File: src/rtl/spmv_x_fetch.sv
// spmv_x_fetch: x-vector gather stage of an SpMV pipeline.
// Takes beats of PARALLELISM (column, matrix value) lanes, issues one vector-RAM read per
// beat, parks {aval, mask, last} in a side FIFO, and pairs each in-order RAM response with
// its FIFO entry in a registered output stage.
//
// Ports:
//   clk_i, rst_ni                     clock, asynchronous active-low reset
//   s_valid_i/s_ready_o, s_col_i, s_aval_i, s_mask_i, s_last_i   input beat
//   vr_arvalid_o/vr_arready_i, vr_raddr_o                       RAM read request
//   vr_rvalid_i/vr_rready_o, vr_rdata_i                         RAM read response
//   o_valid_o/o_ready_i, o_aval_o, o_xval_o, o_mask_o, o_last_o paired output
//   done_o                                                      end-of-block pulse
//
// Optional: define SPMV_X_FETCH_STATS_EN to add stat_beats_o (issued beats) and
// stat_stall_o (cycles with s_valid_i && !s_ready_o), both 32-bit saturating.
module spmv_x_fetch #(
    parameter int unsigned PARALLELISM     = 4,
    parameter int unsigned DATA_WIDTH      = 32,
    parameter int unsigned ADDR_WIDTH      = 16,
    parameter int unsigned MAX_OUTSTANDING = 8
) (
    input  logic                              clk_i,
    input  logic                              rst_ni,
    input  logic                              s_valid_i,
    output logic                              s_ready_o,
    input  logic [PARALLELISM*ADDR_WIDTH-1:0] s_col_i,
    input  logic [PARALLELISM*DATA_WIDTH-1:0] s_aval_i,
    input  logic [PARALLELISM-1:0]            s_mask_i,
    input  logic                              s_last_i,
    output logic                              vr_arvalid_o,
    input  logic                              vr_arready_i,
    output logic [PARALLELISM*ADDR_WIDTH-1:0] vr_raddr_o,
    input  logic                              vr_rvalid_i,
    output logic                              vr_rready_o,
    input  logic [PARALLELISM*DATA_WIDTH-1:0] vr_rdata_i,
    output logic                              o_valid_o,
    input  logic                              o_ready_i,
    output logic [PARALLELISM*DATA_WIDTH-1:0] o_aval_o,
    output logic [PARALLELISM*DATA_WIDTH-1:0] o_xval_o,
    output logic [PARALLELISM-1:0]            o_mask_o,
    output logic                              o_last_o,
    output logic                              done_o
`ifdef SPMV_X_FETCH_STATS_EN
    ,
    output logic [31:0]                       stat_beats_o,
    output logic [31:0]                       stat_stall_o
`endif
);

    localparam int unsigned CntW = $clog2(MAX_OUTSTANDING + 1);
    localparam int unsigned PtrW = (MAX_OUTSTANDING > 1) ? $clog2(MAX_OUTSTANDING) : 1;
    localparam int unsigned DW   = PARALLELISM * DATA_WIDTH;

    typedef enum logic [1:0] {StIdle, StRun, StDrain} state_e;

    state_e                 state_q;
    logic                   en_q;
    logic                   err_q;
    // Every issued beat owns exactly one side-FIFO slot until its response returns, so one
    // counter serves as both the read-credit count and the FIFO occupancy.
    logic [CntW-1:0]        cnt_q;
    logic [PtrW-1:0]        wr_ptr_q, rd_ptr_q;
    logic [DW-1:0]          fifo_aval_q [MAX_OUTSTANDING];
    logic [PARALLELISM-1:0] fifo_mask_q [MAX_OUTSTANDING];
    logic                   fifo_last_q [MAX_OUTSTANDING];

    logic                   o_valid_q, o_last_q;
    logic [DW-1:0]          o_aval_q, o_xval_q, xval_d;
    logic [PARALLELISM-1:0] o_mask_q;

    logic can_take, issue, resp_hs, pop, fifo_empty, out_free;

    // en_q keeps all handshakes low while reset is held and for the first clock after release.
    assign can_take     = en_q && (cnt_q < CntW'(MAX_OUTSTANDING)) && (state_q != StDrain);
    assign vr_arvalid_o = s_valid_i && can_take;
    assign s_ready_o    = vr_arready_i && can_take;
    assign issue        = vr_arvalid_o && vr_arready_i;

    assign fifo_empty  = (cnt_q == '0);
    assign out_free    = !o_valid_q || o_ready_i;
    assign vr_rready_o = en_q && out_free;
    assign resp_hs     = vr_rvalid_i && vr_rready_o;
    // A response with nothing outstanding is dropped and only flagged.
    assign pop         = resp_hs && !fifo_empty;

    assign done_o = (state_q == StDrain) && fifo_empty && !o_valid_q;

    always_comb begin
        vr_raddr_o = '0;
        xval_d     = '0;
        for (int i = 0; i < int'(PARALLELISM); i++) begin
            if (en_q && s_mask_i[i]) begin
                vr_raddr_o[i*ADDR_WIDTH +: ADDR_WIDTH] = s_col_i[i*ADDR_WIDTH +: ADDR_WIDTH];
            end
            if (fifo_mask_q[rd_ptr_q][i]) begin
                xval_d[i*DATA_WIDTH +: DATA_WIDTH] = vr_rdata_i[i*DATA_WIDTH +: DATA_WIDTH];
            end
        end
    end

    // Side FIFO storage needs no reset; occupancy is tracked by cnt_q.
    always_ff @(posedge clk_i) begin
        if (issue) begin
            fifo_aval_q[wr_ptr_q] <= s_aval_i;
            fifo_mask_q[wr_ptr_q] <= s_mask_i;
            fifo_last_q[wr_ptr_q] <= s_last_i;
        end
    end

    always_ff @(posedge clk_i or negedge rst_ni) begin
        if (!rst_ni) begin
            state_q   <= StIdle;
            en_q      <= 1'b0;
            err_q     <= 1'b0;
            cnt_q     <= '0;
            wr_ptr_q  <= '0;
            rd_ptr_q  <= '0;
            o_valid_q <= 1'b0;
            o_aval_q  <= '0;
            o_xval_q  <= '0;
            o_mask_q  <= '0;
            o_last_q  <= 1'b0;
        end else begin
            en_q <= 1'b1;

            if (resp_hs && fifo_empty) begin
                err_q <= 1'b1;
            end

            unique case ({issue, pop})
                2'b10:   cnt_q <= cnt_q + CntW'(1);
                2'b01:   cnt_q <= cnt_q - CntW'(1);
                default: cnt_q <= cnt_q;
            endcase

            if (issue) begin
                wr_ptr_q <= (wr_ptr_q == PtrW'(MAX_OUTSTANDING - 1)) ? '0 : wr_ptr_q + PtrW'(1);
            end

            if (pop) begin
                rd_ptr_q  <= (rd_ptr_q == PtrW'(MAX_OUTSTANDING - 1)) ? '0 : rd_ptr_q + PtrW'(1);
                o_valid_q <= 1'b1;
                o_aval_q  <= fifo_aval_q[rd_ptr_q];
                o_xval_q  <= xval_d;
                o_mask_q  <= fifo_mask_q[rd_ptr_q];
                o_last_q  <= fifo_last_q[rd_ptr_q];
            end else if (o_ready_i) begin
                o_valid_q <= 1'b0;
            end

            unique case (state_q)
                StIdle: begin
                    if (issue) begin
                        state_q <= s_last_i ? StDrain : StRun;
                    end
                end
                StRun: begin
                    if (issue && s_last_i) begin
                        state_q <= StDrain;
                    end
                end
                StDrain: begin
                    if (done_o) begin
                        state_q <= StIdle;
                    end
                end
                default: state_q <= StIdle;
            endcase
        end
    end

    assign o_valid_o = o_valid_q;
    assign o_aval_o  = o_aval_q;
    assign o_xval_o  = o_xval_q;
    assign o_mask_o  = o_mask_q;
    assign o_last_o  = o_last_q;

`ifdef SPMV_X_FETCH_STATS_EN
    logic [31:0] stat_beats_q, stat_stall_q;

    always_ff @(posedge clk_i or negedge rst_ni) begin
        if (!rst_ni) begin
            stat_beats_q <= '0;
            stat_stall_q <= '0;
        end else begin
            if (issue && (stat_beats_q != '1)) begin
                stat_beats_q <= stat_beats_q + 32'd1;
            end
            if (s_valid_i && !s_ready_o && (stat_stall_q != '1)) begin
                stat_stall_q <= stat_stall_q + 32'd1;
            end
        end
    end

    assign stat_beats_o = stat_beats_q;
    assign stat_stall_o = stat_stall_q;
`endif

`ifndef SYNTHESIS
    // Stray response (nothing outstanding) seen on an earlier cycle.
    a_no_stray_resp: assert property (@(posedge clk_i) disable iff (!rst_ni) !err_q);
`endif

endmodule

File: config.mk
export PLATFORM = sky130hd
export DESIGN_NAME = spmv_x_fetch
export DESIGN_NICKNAME = d
export VERILOG_FILES = /design/src/rtl/spmv_x_fetch.sv
export SDC_FILE = /design/constraint.sdc
export NUM_CORES = 1
export LEC_CHECK = 0
export BUFFER_PORTS_ARGS = -buffer_cell sky130_fd_sc_hd__buf_2
export CORE_UTILIZATION = 53
export CTS_CLUSTER_DIAMETER = 40
export DETAILED_ROUTE_END_ITERATION = 6
export PLACE_DENSITY = 0.74
export SYNTH_ARGS = -nofsm -noshare
export SYNTH_HDL_FRONTEND = slang
export SYNTH_SLANG_ARGS = --single-unit
File: constraint.sdc
create_clock -name clk_i -period 14.95 [get_ports clk_i]
set_input_delay 1.495 -clock clk_i [delete_from_list [all_inputs] [get_ports clk_i]]
set_output_delay 1.495 -clock clk_i [all_outputs]
set_load 0.02 [all_outputs]
==> flow_metrics.env <==
export IMPL_seq_area_frac_synth_pct=77.32
export IMPL_initial_core_util_pct=53.65
export IMPL_drv_slew=0
export IMPL_path_buf_inv=3
export IMPL_synth_top_cell_by_area="edfxtp_1"
export IMPL_drt_iter0_drc=2764
export IMPL_regArea_um2=38840
export IMPL_rows=112
export IMPL_p_leak_nw=22.39
export IMPL_clockRootBuffer="clkbuf_16"
export IMPL_area_growth_pct=19.04
export IMPL_hpwlAfterDp_mm=83.67
export IMPL_reg2reg_depth=7
export IMPL_postCtsSetupBuffers=0
export IMPL_dieArea_um2=95990
export IMPL_synth_edf_count=1064
export IMPL_multiInputGateArea_um2=10570
export IMPL_nNetsFinal=3451
export IMPL_fin_crit_ns=4.972
export IMPL_period_share_pct=33.26
export IMPL_r2r_start="en_q"
export IMPL_portBuffers=660
export IMPL_path_common_cell="buf_4"
export IMPL_coreArea_um2=93610
export IMPL_die_height_um=309.8
export IMPL_crit_path_cell_trace="buf_4 > nor2b_1 > and4_1 > nand2b_1 > nor2_4 > buf_4 > buf_4"
export IMPL_clk_path_buf_depth=3
export IMPL_worst_endpoint_arrival_ns=5.31
export IMPL_insertion_delay_ns=0.75
export IMPL_gp_congestion=1.246
export IMPL_drc=0
export IMPL_vias=26688
export IMPL_cp_end_kind="flip-flop"
export IMPL_synthCells=2415
export IMPL_ys_flop_type="edfxtp_1"
export IMPL_slowest_delay_ns=0.85
export IMPL_cts_hold_buf=0
export IMPL_antenna_left=0
export IMPL_htree_levels=4
export IMPL_synth_top_area_share_pct=63.62
export IMPL_grt_max_degree=198
export IMPL_syn_area_um2=50220
export IMPL_ios=661
export IMPL_syn_area_per_cell_um2=20.80
export IMPL_dp_cells=4214
export IMPL_vias_per_cell=5.903
export IMPL_finalWirelength_mm=136.5
export IMPL_relSlewSlack_pct=21.57
export IMPL_die_x_um=309.8
export IMPL_status="finished, final reports clean"
export IMPL_grt_overflow_total=0
export IMPL_cts_buffers=150
export IMPL_critPathTopFamily="buffers and inverters"
export IMPL_finalHoldViolations=0
export IMPL_cts_resized=0
export IMPL_syn_nets=2753
export IMPL_start_kind="flip-flop"
export IMPL_rsz0062_at_grt="no"
export IMPL_grt_use_total_pct=28.53
export IMPL_clock_fmax_mhz=201.1
export IMPL_n_fill_cell=6304
export IMPL_path_max_fanout=68
export IMPL_antenna_found_initial=70
export IMPL_async_flop_share_pct=20.54
export IMPL_maxCapViolCount=0
export IMPL_cts_num_sinks=1339
export IMPL_wire_per_inst_um=30.18
export IMPL_dr_pass1_iters=6
export IMPL_layout_drive_gt1_share_pct=37.28
export IMPL_ys_ff_latch=1339
export IMPL_hold_start="o_mask_o[2]"
export IMPL_path_clk_slew_ns=0.06
export IMPL_setup_viol_count_final=0
export IMPL_grt_pass1_vias=26921
export IMPL_setup_tns_ns=0
export IMPL_path_depth=7
export IMPL_min_path_cells=1
export IMPL_critPathKind="reg2reg"
export IMPL_ys_warn_count=0
export IMPL_tightest_slew_ns=1.177
export IMPL_holdCritPathClass="reg2reg"
export IMPL_p_per_area_nw_per_um2=191.1
export IMPL_ys_types=39
export IMPL_required_ns=15.28
export IMPL_slowest_stage="buf_4"
export IMPL_skew_ns=0.04546
export IMPL_fin_cells=4521
export IMPL_cts_tree="built"
export IMPL_grt_pass1_wl_mm=192.0
export IMPL_irDropWorstVdd_mv=0.1442
export IMPL_synth_area_top_cells="edfxtp_1 64%, dfrtp_1 14%, mux4_2 12%, mux2i_1 2.9%, a22o_1 2.2%"
export IMPL_critPathLaunch="en_q"
## power breakdown
part | leakage (nW) | internal [mW] | total [mW] | switching, mW
clock network | 2.44 | 2.18 | 3.67 | 1.49
registers | 13.1 | 4.47 | 4.82 | 0.350
logic | 6.87 | 1.25 | 2.93 | 1.68
total | 22.4 | 7.91 | 11.4 | 3.52
## worst reg2reg max path: stages (launching register included)
cell and delay [ns]:
dfrtp_2 0.33, buf_4 0.56, nor2b_1 0.33, and4_1 0.40, nand2b_1 0.28, nor2_4 0.84
buf_4 0.87, buf_4 0.92
## sequential cells by signal (all words and copies together), names as in the netlist
| signal | count |
|---|---|
| o_last_o | 1 |
| fifo_aval_q | 1024 |
| o_mask_o | 4 |
| rd_ptr_q | 3 |
| state_q | 2 |
| fifo_last_q | 8 |
| wr_ptr_q | 3 |
| en_q | 1 |
| fifo_mask_q | 32 |
| o_xval_o | 128 |
| o_valid_o | 1 |
| o_aval_o | 128 |
| cnt_q | 4 |
## cells in the mapped netlist, drive strengths merged, types with 3 or more instances
master,count
nand2,139
buf,100
nand2b,7
a22o,128
mux4,262
clkbuf,43
ha,7
nor2,12
inv,3
nor3,6
and3,66
edfxtp,1064
mux2i,145
xor2,3
dfrtp,275
o21ai,130
a21o,6
## path summary, 6_finish.rpt
kind | slack, ns | endpoint
setup / recovery | 9.98 | fifo_aval_q[6][2]
hold / removal | 0.47 | o_mask_o[2]
setup reg to reg | 9.98 | fifo_aval_q[6][2]
hold reg to reg | 0.47 | o_mask_o[2]
max in group asynchronous | 12.61 | o_xval_o[97]
min in group asynchronous | 0.84 | o_aval_o[90]
## through the flow
step / setup WS, ns / area (um2) / power [mW] / util [%] / hold slack (ns)
2_1_floorplan: 3.189 / 50220 / 6.819 / - / 0.4556
3_3_place_gp: 9.480 / 54630 / 7.755 / 58.36 / 0.4571
3_5_place_dp: 9.507 / 54630 / 7.821 / 58.36 / 0.4613
4_1_cts: 9.863 / 59700 / 11.52 / 63.78 / 0.4740
5_1_grt: 9.641 / 59740 / 11.87 / 63.81 / 0.4924
6_report: 9.978 / 59790 / 11.42 / 63.87 / 0.4710
## per-layer routing
metal  share of wire, %  global-route usage (%)  vias up  routed length (um)
met2                 50                   47.38     1181               68360
li1                   -                       -    11240                   -
met3                8.2                   7.917      266               11220
met1                 39                   37.36    13977               53140
met5               0.12                       0        -                 169
met4                2.6                   7.446       24                3559
## placed cells by master, fill, tap and decap left out, types with 9 or more instances in the layout
cell type	n
buf_12	9
mux2i_1	145
clkinv_2	19
nand2_1	139
buf_2	659
diode_2	27
o21ai_0	125
inv_6	14
bufinv_16	12
clkinvlp_4	14
edfxtp_1	1064
clkbuf_16	154
mux4_2	262
buf_4	19
a22o_1	128
clkbuf_8	11
clkinv_1	13
clkbuf_1	29
and3_1	66
dfrtp_1	271
## kinds of logic after synthesis
| kind of cell | count (synthesis) | share of synthesized area, % |
|---|---|---|
| adder cells (fa/ha/maj) | 7 | 0.1744 |
| flip-flops | 1339 | 77.32 |
| AO/OA/AOI/OAI | 269 | 3.687 |
| other | 1 | 0.007467 |
| XOR/XNOR | 5 | 0.08721 |
| multiplexers | 409 | 14.68 |
| buffers and inverters | 146 | 1.779 |
| AND/OR/NAND/NOR | 239 | 2.262 |
## area by class of cell
cell class | count | area share [%]
clock buffers | 194 | 6.881
well taps | 1254 | 2.624
inverters | 3 | 0.01884
repair buffers | 689 | 6.107
clock inverters | 85 | 1.609
flip-flops and latches | 1339 | 64.97
diodes | 27 | 0.1130
multi-input cells | 930 | 17.67
(Power assumes the default switching activity.)
